$ cat config.mk
export PLATFORM = sky130hd
export DESIGN_NAME = hazard_forward_unit
export DESIGN_NICKNAME = d
export VERILOG_FILES = /design/src/rtl/hazard_forward_unit.sv
export SDC_FILE = /design/constraint.sdc
export NUM_CORES = 1
export LEC_CHECK = 0
export CAP_MARGIN = 25
export CORE_UTILIZATION = 34
export CTS_CLUSTER_DIAMETER = 200
export CTS_CLUSTER_SIZE = 8
export DETAILED_ROUTE_END_ITERATION = 16
export GPL_TIMING_DRIVEN = 0
export SETUP_SLACK_MARGIN = 0.1
export SLEW_MARGIN = 20
export SYNTH_ARGS = -nofsm -noshare
export SYNTH_HDL_FRONTEND = slang
export SYNTH_SLANG_ARGS = --single-unit
$ cat constraint.sdc
create_clock -name clk -period 5.6 [get_ports clk]
set_input_delay 0.56 -clock clk [delete_from_list [all_inputs] [get_ports clk]]
set_output_delay 0.56 -clock clk [all_outputs]
set_load 0.02 [all_outputs]
$ cat src/rtl/hazard_forward_unit.sv
// Pipeline hazard unit: registered EX operand-forward selects, load-use stall
// insertion, branch/jump flush sequencing and saturating stall/flush counters.
module hazard_forward_unit #(
  parameter int RW         = 2,
  parameter int LOAD_STALL = 1,
  parameter int RF_BYPASS  = 1,
  parameter int ZERO_REG   = 0,
  parameter int CNT_W      = 16
) (
  input  logic             clk,
  input  logic             reset_n,
  input  logic [RW-1:0]    id_rs1,
  input  logic [RW-1:0]    id_rs2,
  input  logic             id_use_rs1,
  input  logic             id_use_rs2,
  input  logic             id_jump,
  input  logic [RW-1:0]    ex_rd,
  input  logic             ex_reg_write,
  input  logic             ex_mem_read,
  input  logic [RW-1:0]    mem_rd,
  input  logic             mem_reg_write,
  input  logic [RW-1:0]    wb_rd,
  input  logic             wb_reg_write,
  input  logic             ex_branch_taken,
  output logic [1:0]       forward_a,
  output logic [1:0]       forward_b,
  output logic             pc_write,
  output logic             ifid_write,
  output logic             ifid_flush,
  output logic             idex_bubble,
  output logic [CNT_W-1:0] stall_count,
  output logic [CNT_W-1:0] flush_count,
  output logic [1:0]       fsm_state
);

  // Control handshake: pc_write/ifid_write are enables that act in the cycle
  // they are driven; ifid_flush/idex_bubble squash the registers on that same
  // edge. There is no back-pressure path into this unit.

  typedef enum logic [1:0] {
    RUN   = 2'd0,
    STALL = 2'd1,
    FLUSH = 2'd2
  } state_t;

  localparam logic [1:0] STALL_INIT = 2'(LOAD_STALL - 1);

  state_t     state, state_next;
  logic [1:0] stall_left, stall_left_next;
  logic       stall_event, flush_event;
  logic       load_use;
  logic [1:0] fwd_a_next, fwd_b_next;

  function automatic logic reg_match(input logic [RW-1:0] rd, input logic we,
                                     input logic [RW-1:0] rs, input logic used);
    return we && (rd == rs) && used && !((ZERO_REG != 0) && (rd == '0));
  endfunction

  // A load in EX never forwards from EX: the load-use stall covers it.
  function automatic logic [1:0] fwd_code(input logic [RW-1:0] rs, input logic used,
                                          input logic [RW-1:0] e_rd, input logic e_we,
                                          input logic [RW-1:0] m_rd, input logic m_we,
                                          input logic [RW-1:0] w_rd, input logic w_we);
    if (reg_match(e_rd, e_we, rs, used))
      return 2'd2;
    else if (reg_match(m_rd, m_we, rs, used))
      return 2'd1;
    else if ((RF_BYPASS == 0) && reg_match(w_rd, w_we, rs, used))
      return 2'd3;
    else
      return 2'd0;
  endfunction

  always_comb begin
    fwd_a_next = fwd_code(id_rs1, id_use_rs1, ex_rd, ex_reg_write && !ex_mem_read,
                          mem_rd, mem_reg_write, wb_rd, wb_reg_write);
    fwd_b_next = fwd_code(id_rs2, id_use_rs2, ex_rd, ex_reg_write && !ex_mem_read,
                          mem_rd, mem_reg_write, wb_rd, wb_reg_write);
    load_use   = ex_mem_read && (reg_match(ex_rd, 1'b1, id_rs1, id_use_rs1) ||
                                 reg_match(ex_rd, 1'b1, id_rs2, id_use_rs2));
  end

  always_comb begin
    state_next      = state;
    stall_left_next = stall_left;
    pc_write        = 1'b1;
    ifid_write      = 1'b1;
    ifid_flush      = 1'b0;
    idex_bubble     = 1'b0;
    stall_event     = 1'b0;
    flush_event     = 1'b0;
    if (!reset_n) begin
      state_next      = RUN;
      stall_left_next = 2'd0;
    end else begin
      case (state)
        RUN: begin
          if (ex_branch_taken) begin
            ifid_flush  = 1'b1;
            idex_bubble = 1'b1;
            flush_event = 1'b1;
          end else if (load_use) begin
            pc_write    = 1'b0;
            ifid_write  = 1'b0;
            idex_bubble = 1'b1;
            stall_event = 1'b1;
            if (LOAD_STALL > 1) begin
              stall_left_next = STALL_INIT;
              state_next      = STALL;
            end
          end else if (id_jump) begin
            ifid_flush  = 1'b1;
            flush_event = 1'b1;
            state_next  = FLUSH;
          end
        end
        STALL: begin
          if (ex_branch_taken) begin
            ifid_flush      = 1'b1;
            idex_bubble     = 1'b1;
            flush_event     = 1'b1;
            stall_left_next = 2'd0;
            state_next      = RUN;
          end else begin
            pc_write    = 1'b0;
            ifid_write  = 1'b0;
            idex_bubble = 1'b1;
            stall_event = 1'b1;
            if (stall_left <= 2'd1) begin
              stall_left_next = 2'd0;
              state_next      = RUN;
            end else begin
              stall_left_next = stall_left - 2'd1;
            end
          end
        end
        FLUSH: begin
          // ID holds the squashed slot, so only a taken branch matters here.
          if (ex_branch_taken) begin
            ifid_flush  = 1'b1;
            idex_bubble = 1'b1;
            flush_event = 1'b1;
          end
          state_next = RUN;
        end
        default: begin
          state_next      = RUN;
          stall_left_next = 2'd0;
        end
      endcase
    end
  end

  always_ff @(posedge clk) begin
    if (!reset_n) begin
      state       <= RUN;
      stall_left  <= 2'd0;
      forward_a   <= 2'd0;
      forward_b   <= 2'd0;
      stall_count <= '0;
      flush_count <= '0;
    end else begin
      state      <= state_next;
      stall_left <= stall_left_next;
      if (idex_bubble) begin
        forward_a <= 2'd0;
        forward_b <= 2'd0;
      end else if (ifid_write) begin
        forward_a <= fwd_a_next;
        forward_b <= fwd_b_next;
      end
      if (stall_event && (stall_count != '1))
        stall_count <= stall_count + 1'b1;
      if (flush_event && (flush_count != '1))
        flush_count <= flush_count + 1'b1;
    end
  end

  assign fsm_state = state;

endmodule
==> metrics.txt, run 1 <==
run status=finished, final reports clean; die footprint=6160 um2; RSZ-0062 raised after global routing=no; die height=78.5 um; Ant. Diodes=0; Slew @ Worst Pin=0.561 ns; drt initial violations=95; H-tree Lvls=2; Yosys cell types=42; Max clock buf depth=2; Top FF cell, synth=dfxtp_1; GRT Total Usage=17.3%; via count=1,993; net switching power=134 uW; post-route cell area=2750 um2; DRC=0; met3 routed WL=203 um; Internal=406 uW; number of cell rows=27; Syn Std Cell Area=1990 um2; placed wire-length estimate=3690 um; Mean Syn Cell Area=8.47 um2; switch share=24.8%; Final setup viols=0; CP endpoint kind=output port; CP Data Required Time=5.04 ns; clock-pin slew on the worst setup and hold paths=0.07 ns; first-pass GRT wire length=8500 um; root buffer cell=clkbuf_8; Area Growth Syn to Fin=38.3%; Reg power frac=49.7%; Area after DPL=2650 um2; cts repair resizes=0; clock skew=0.00812 ns; PortBufs=57; max-cap violation count=0; final worst-path cycle share=63.5%; power share of the clock group=38.7%; CTS Buf Count=5; met1 wire length=2500 um; vias in the first global route=1,759; Warnings, synthesis=0; initial antenna violation count=0; sequential area share after synthesis=37.2%; Slew Limit Fails=0; Routed WL per cell=13.7 um; layout cell share with drive strength beyond 1=6.00%; gpl congestion=0.770; Final ANT Viol Nets=0; Fmax achieved=0.281 GHz; Nets=321; #FFs+latches synth=37; postcts setup bufs=0; TritonCTS clock tree=yes; starting density of the core=35.7%; fin worst setup slack=2.04 ns; post-layout min period=3.56 ns; most frequent cells in the layout=clkdlybuf4s50_1, dfxtp_1, nand2_1, a21oi_1, nand3_1; critical path class=in -> out; fillcell total=552; Worst slew margin=62.6%; worst min path class=reg -> reg; core area=5570 um2; commonest non-fill, non-tap cell in the layout=clkdlybuf4s50_1; power per cell area=196 nW/um2; Die Wd=78.5 um; vias per cell=5.36; I/O pin count=62; CTS Hold Bufs=0; setup tns final=0 ns; DR top layer=met4; pin count of the biggest net entering global routing=12; Max IR drop VDD=0.0768 mV; Post-synth EDFFs=0; Clk Latency, worst-skew pair=0.29 ns; Crit Path Max Fanout=10; Pleak=0.885 nW; final hold vios=0; Startpoint Class=input port; 1st-pass router iterations=4; # clock sinks=37; Mapped Nets=257; DP Worst Slack=2.02 ns; Async S/R FF share, synth=0%; CP arrival=3.00 ns; total global routing overflow=0; met2 WL=2350 um; post-synthesis cell count=235; final wirelength=5110 um; Combinational Power Share=11.6%
==> cell type report <==
| cell class | instances | area (um2) | area share (%) |
|---|---|---|---|
| multi-input cells | 175 | 1140 | 41.6 |
| clock buffers | 7 | 96.3 | 3.50 |
| repair buffers | 57 | 571 | 20.7 |
| flip-flops and latches | 37 | 741 | 26.9 |
| plain buffers | 14 | 71.3 | 2.59 |
| inverters | 9 | 33.8 | 1.23 |
| clock inverters | 1 | 5.00 | 0.182 |
| well taps | 72 | 90.1 | 3.27 |
==> worst paths after layout <==
check / from / to / slack, ns / cells past startpoint
worst max register to register: flush_count[0] / flush_count[4] / 3.41 / 8
worst max-delay path: reset_n / idex_bubble / 2.04 / 5
worst min-delay path: stall_count[9] / stall_count[9] / 0.49 / 2
worst min register to register: stall_count[9] / stall_count[9] / 0.49 / 2
==> metal layers <==
layer,up-vias,track usage [%]
li1,1011,-
met1,932,22.7
met2,42,27.3
met3,8,4.53
met4,0,6.11
met5,-,0
==> critical path: stages <==
cell             delay (ns)
clkdlybuf4s50_1        0.68
clkbuf_1               0.49
buf_1                  0.47
o21a_1                 0.19
clkdlybuf4s50_1        0.60
==> kinds of logic after synthesis <==
group | count (synthesis) | share of synthesized area [%]
buf+inv | 23 | 5.28
simple gates | 100 | 29.0
flops | 37 | 37.2
fa+ha+maj | 2 | 1.26
compound gates | 55 | 19.0
mux | 9 | 4.53
other cells | 1 | 0.188
xor+xnor | 8 | 3.52
==> power by group through the flow <==
stage	Combinational (mW)	Sequential [mW]	Clock, mW
CTS	0.0629	0.269	0.214
global placement	0.0621	0.275	0
global route	0.0684	0.269	0.228
detailed placement	0.0627	0.275	0
finish	0.0625	0.268	0.209
floorplan	0.0291	0.277	0
==> cell usage after synthesis (3+ instances only) <==
cell type,count,area (um2)
buf_2,3,15.0
dfxtp_1,37,741
nand4_1,7,43.8
nand2b_1,10,62.6
inv_1,8,30.0
nand3_1,12,60.1
nor4_1,7,43.8
and4_1,3,26.3
o41ai_1,4,35.0
clkbuf_1,7,26.3
and3_1,6,37.5
or4_1,10,75.1
nand2_1,19,71.3
mux2i_1,9,90.1
nor3_1,3,15.0
or3_1,4,25.0
a21oi_1,17,85.1
nor2_1,7,26.3
o311ai_0,3,26.3
o21ai_0,8,40.0
o31ai_1,10,75.1
o21a_1,4,30.0
xnor2_1,8,70.1
nand3b_1,3,22.5
o31a_1,3,26.3
==> flip-flops by register name, indices dropped and copies added (netlist names) <==
name / flops
flush_count: 16
stall_count: 16
forward_a: 2
forward_b: 2
fsm_state: 1
==> metrics by stage <==
| step | total power [mW] | utilization, % | hold WS, ns | instances |
|---|---|---|---|---|
| after floorplan | 0.306 | - | 0.549 | 235 |
| after global routing | 0.566 | 49.4 | 0.522 | 372 |
| final | 0.540 | 49.4 | 0.495 | 372 |
| after CTS | 0.546 | 49.4 | 0.493 | 372 |
| after detailed placement | 0.338 | 47.6 | 0.473 | 364 |
| after global placement | 0.337 | 47.6 | 0.477 | 364 |
Note: power is estimated with default switching activity, not from simulation.
==> run 2: changes to the inputs <==
==> constraint.sdc (replaced) <==
create_clock -name clk -period 3.1 [get_ports clk]
set_input_delay 0.31 -clock clk [delete_from_list [all_inputs] [get_ports clk]]
set_output_delay 0.31 -clock clk [all_outputs]
set_load 0.02 [all_outputs]
==> run 2 against run 1 <==
Compared with the run above:
- combinational power grew 81%
- critical path type unchanged
- critical path depth rose by 2
- global-route usage shrank 0.25 points
- highest routed layer unchanged
- setup slack worse by 1.8 ns
- largest power group unchanged
==> metrics.txt, run 2 (synthesis gave the netlist of run 1 again) <==
worst min path class=reg -> reg (unchanged); H-tree Lvls=2 (unchanged); post-layout min period=2.86 ns; die height=78.5 um (unchanged); Final setup viols=0 (unchanged); final worst-path cycle share=92.2%; initial antenna violation count=0 (unchanged); DP Worst Slack=0.0220 ns (was 2.02 ns); total global routing overflow=0 (unchanged); Fmax achieved=0.350 GHz; CTS Hold Bufs=0 (unchanged); Die Wd=78.5 um (unchanged); final wirelength=4980 um (was 5110 um); Routed WL per cell=13.4 um (was 13.7 um); commonest non-fill, non-tap cell in the layout=clkdlybuf4s50_1 (unchanged); CP endpoint kind=output port (unchanged); WHS=0.495 ns (about the same); Nets=319 (was 321); Max clock buf depth=2 (unchanged); critical path class=in -> out (unchanged); DRC=0 (unchanged); Startpoint Class=input port (unchanged); pin count of the biggest net entering global routing=21 (was 12); I/O pin count=62 (unchanged); gpl congestion=0.770 (unchanged); CP max stage cell=clkdlybuf4s50_1 (unchanged); postcts setup bufs=0 (unchanged); number of cell rows=27 (unchanged); clock skew=0.00677 ns (was 0.00812 ns); core area=5570 um2 (unchanged); Final ANT Viol Nets=0 (unchanged); reg2reg setup slack=0.89 ns (was 3.41 ns); setup tns final=0 ns (unchanged); 1st-pass router iterations=4 (unchanged); final hold vios=0 (unchanged); Ant. Diodes=0 (unchanged); Layout Cells excl Fill=370 (was 372); vias in the first global route=1,734 (was 1,759); CTS Buf Count=5 (unchanged); Clk Latency, worst-skew pair=0.29 ns (about the same); Slew @ Worst Pin=0.533 ns (was 0.561 ns); first-pass GRT wire length=8370 um (was 8500 um); # clock sinks=37 (unchanged); die footprint=6160 um2 (unchanged); Top Registers=flush_count (16), stall_count (16) (unchanged); power per cell area=354 nW/um2 (was 196 nW/um2); PortBufs=57 (unchanged); fillcell total=545 (was 552); GRT Total Usage=17.1% (was 17.3%); drt initial violations=65 (was 95); Worst slew margin=64.5% (was 62.6%); Worst path max stage delay=0.56 ns (was 0.68 ns); RSZ-0062 raised after global routing=yes (was no); placed wire-length estimate=3690 um (unchanged); CP Data Required Time=2.79 ns (was 5.04 ns); Crit path max-delay family=buffers and inverters (unchanged); fin worst setup slack=0.242 ns (was 2.04 ns); layout cell share with drive strength beyond 1=6.71% (was 6.00%); Max IR drop VDD=0.136 mV (was 0.0768 mV); via count=1,967 (was 1,993); CP arrival=2.55 ns (was 3.00 ns); CP Cell Sequence=clkdlybuf4s50_1 -> xnor2_1 -> nand4_1 -> a41oi_4 -> clkbuf_2 -> nor2_1 -> clkdlybuf4s50_1 (was clkdlybuf4s50_1 -> clkbuf_1 -> buf_1 -> o21a_1 -> clkdlybuf4s50_1); vias per cell=5.32 (was 5.36); Slew Limit Fails=0 (unchanged); TritonCTS clock tree=yes (unchanged); starting density of the core=35.7% (unchanged); clock-pin slew on the worst setup and hold paths=0.07 ns (about the same); Crit Path Max Fanout=10 (unchanged); max-cap violation count=0 (unchanged); Area Growth Syn to Fin=38.6% (was 38.3%); placed cell count=364 (unchanged); root buffer cell=clkbuf_8 (unchanged); most used cell, CP=clkdlybuf4s50_1 (unchanged); run status=finished, final reports clean (unchanged); CP bufs+invs=3 (was 4); most frequent cells in the layout=clkdlybuf4s50_1, dfxtp_1, nand2_1, a21oi_1, nand3_1 (unchanged); Pleak=0.889 nW (was 0.885 nW)
-- run 2: changes by cell type in the layout (fill, tap and decap cells not counted), sizes merged --
cell and change:
buf -1, clkbuf -1
-- run 2: per-stage QoR --
| stage | power [mW] | instance area [um2] | utilization (%) |
|---|---|---|---|
| finish | 0.977 | 2760 | 49.5 |
| global route | 1.02 | 2760 | 49.5 |
| CTS | 0.986 | 2750 | 49.4 |
| detailed placement | 0.610 | 2650 | 47.6 |
| global placement | 0.609 | 2650 | 47.6 |
| floorplan | 0.553 | 1990 | - |
-- run 2: layer usage --
| layer | vias to the layer above | track usage (%) | wire [um] |
|---|---|---|---|
| met4 | 0 | 5.93 | 48 |
| met3 | 6 | 4.53 | 219 |
| met1 | 911 | 22.4 | 2400 |
| li1 | 1006 | - | - |
| met2 | 44 | 26.9 | 2310 |
| met5 | - | 0 | 0 |
-- run 2: area by class of cell --
class,instances,area (um2),area share (%)
flip-flops and latches,37,741,26.8
well taps,72,90.1,3.27
clock buffers,7,96.3,3.49
inverters,9,33.8,1.22
multi-input cells,175,1160,41.9
repair buffers,57,571,20.7
clock inverters,1,5.00,0.181
plain buffers,12,66.3,2.40
-- run 2: final timing paths --
| check | startpoint | end | cells after the start |
|---|---|---|---|
| setup / recovery | id_rs2[1] | ifid_flush | 7 |
| hold / removal | stall_count[4] | stall_count[4] | 1 |
| setup reg to reg | flush_count[0] | flush_count[13] | 8 |
| hold reg to reg | stall_count[4] | stall_count[4] | 1 |
-- run 2: repair_timing --
item / CTS / global route
pin swaps: 0 / 1
endpoints found under the hold margin: 0 / 0
setup endpoints to repair: 3 / 2
resized for setup: 2 / 1
-- run 2: power by group --
part | switching [mW] | internal, mW
combinational | 0.0594 | 0.0539
clock | 0.177 | 0.201
sequential | 0.00529 | 0.480
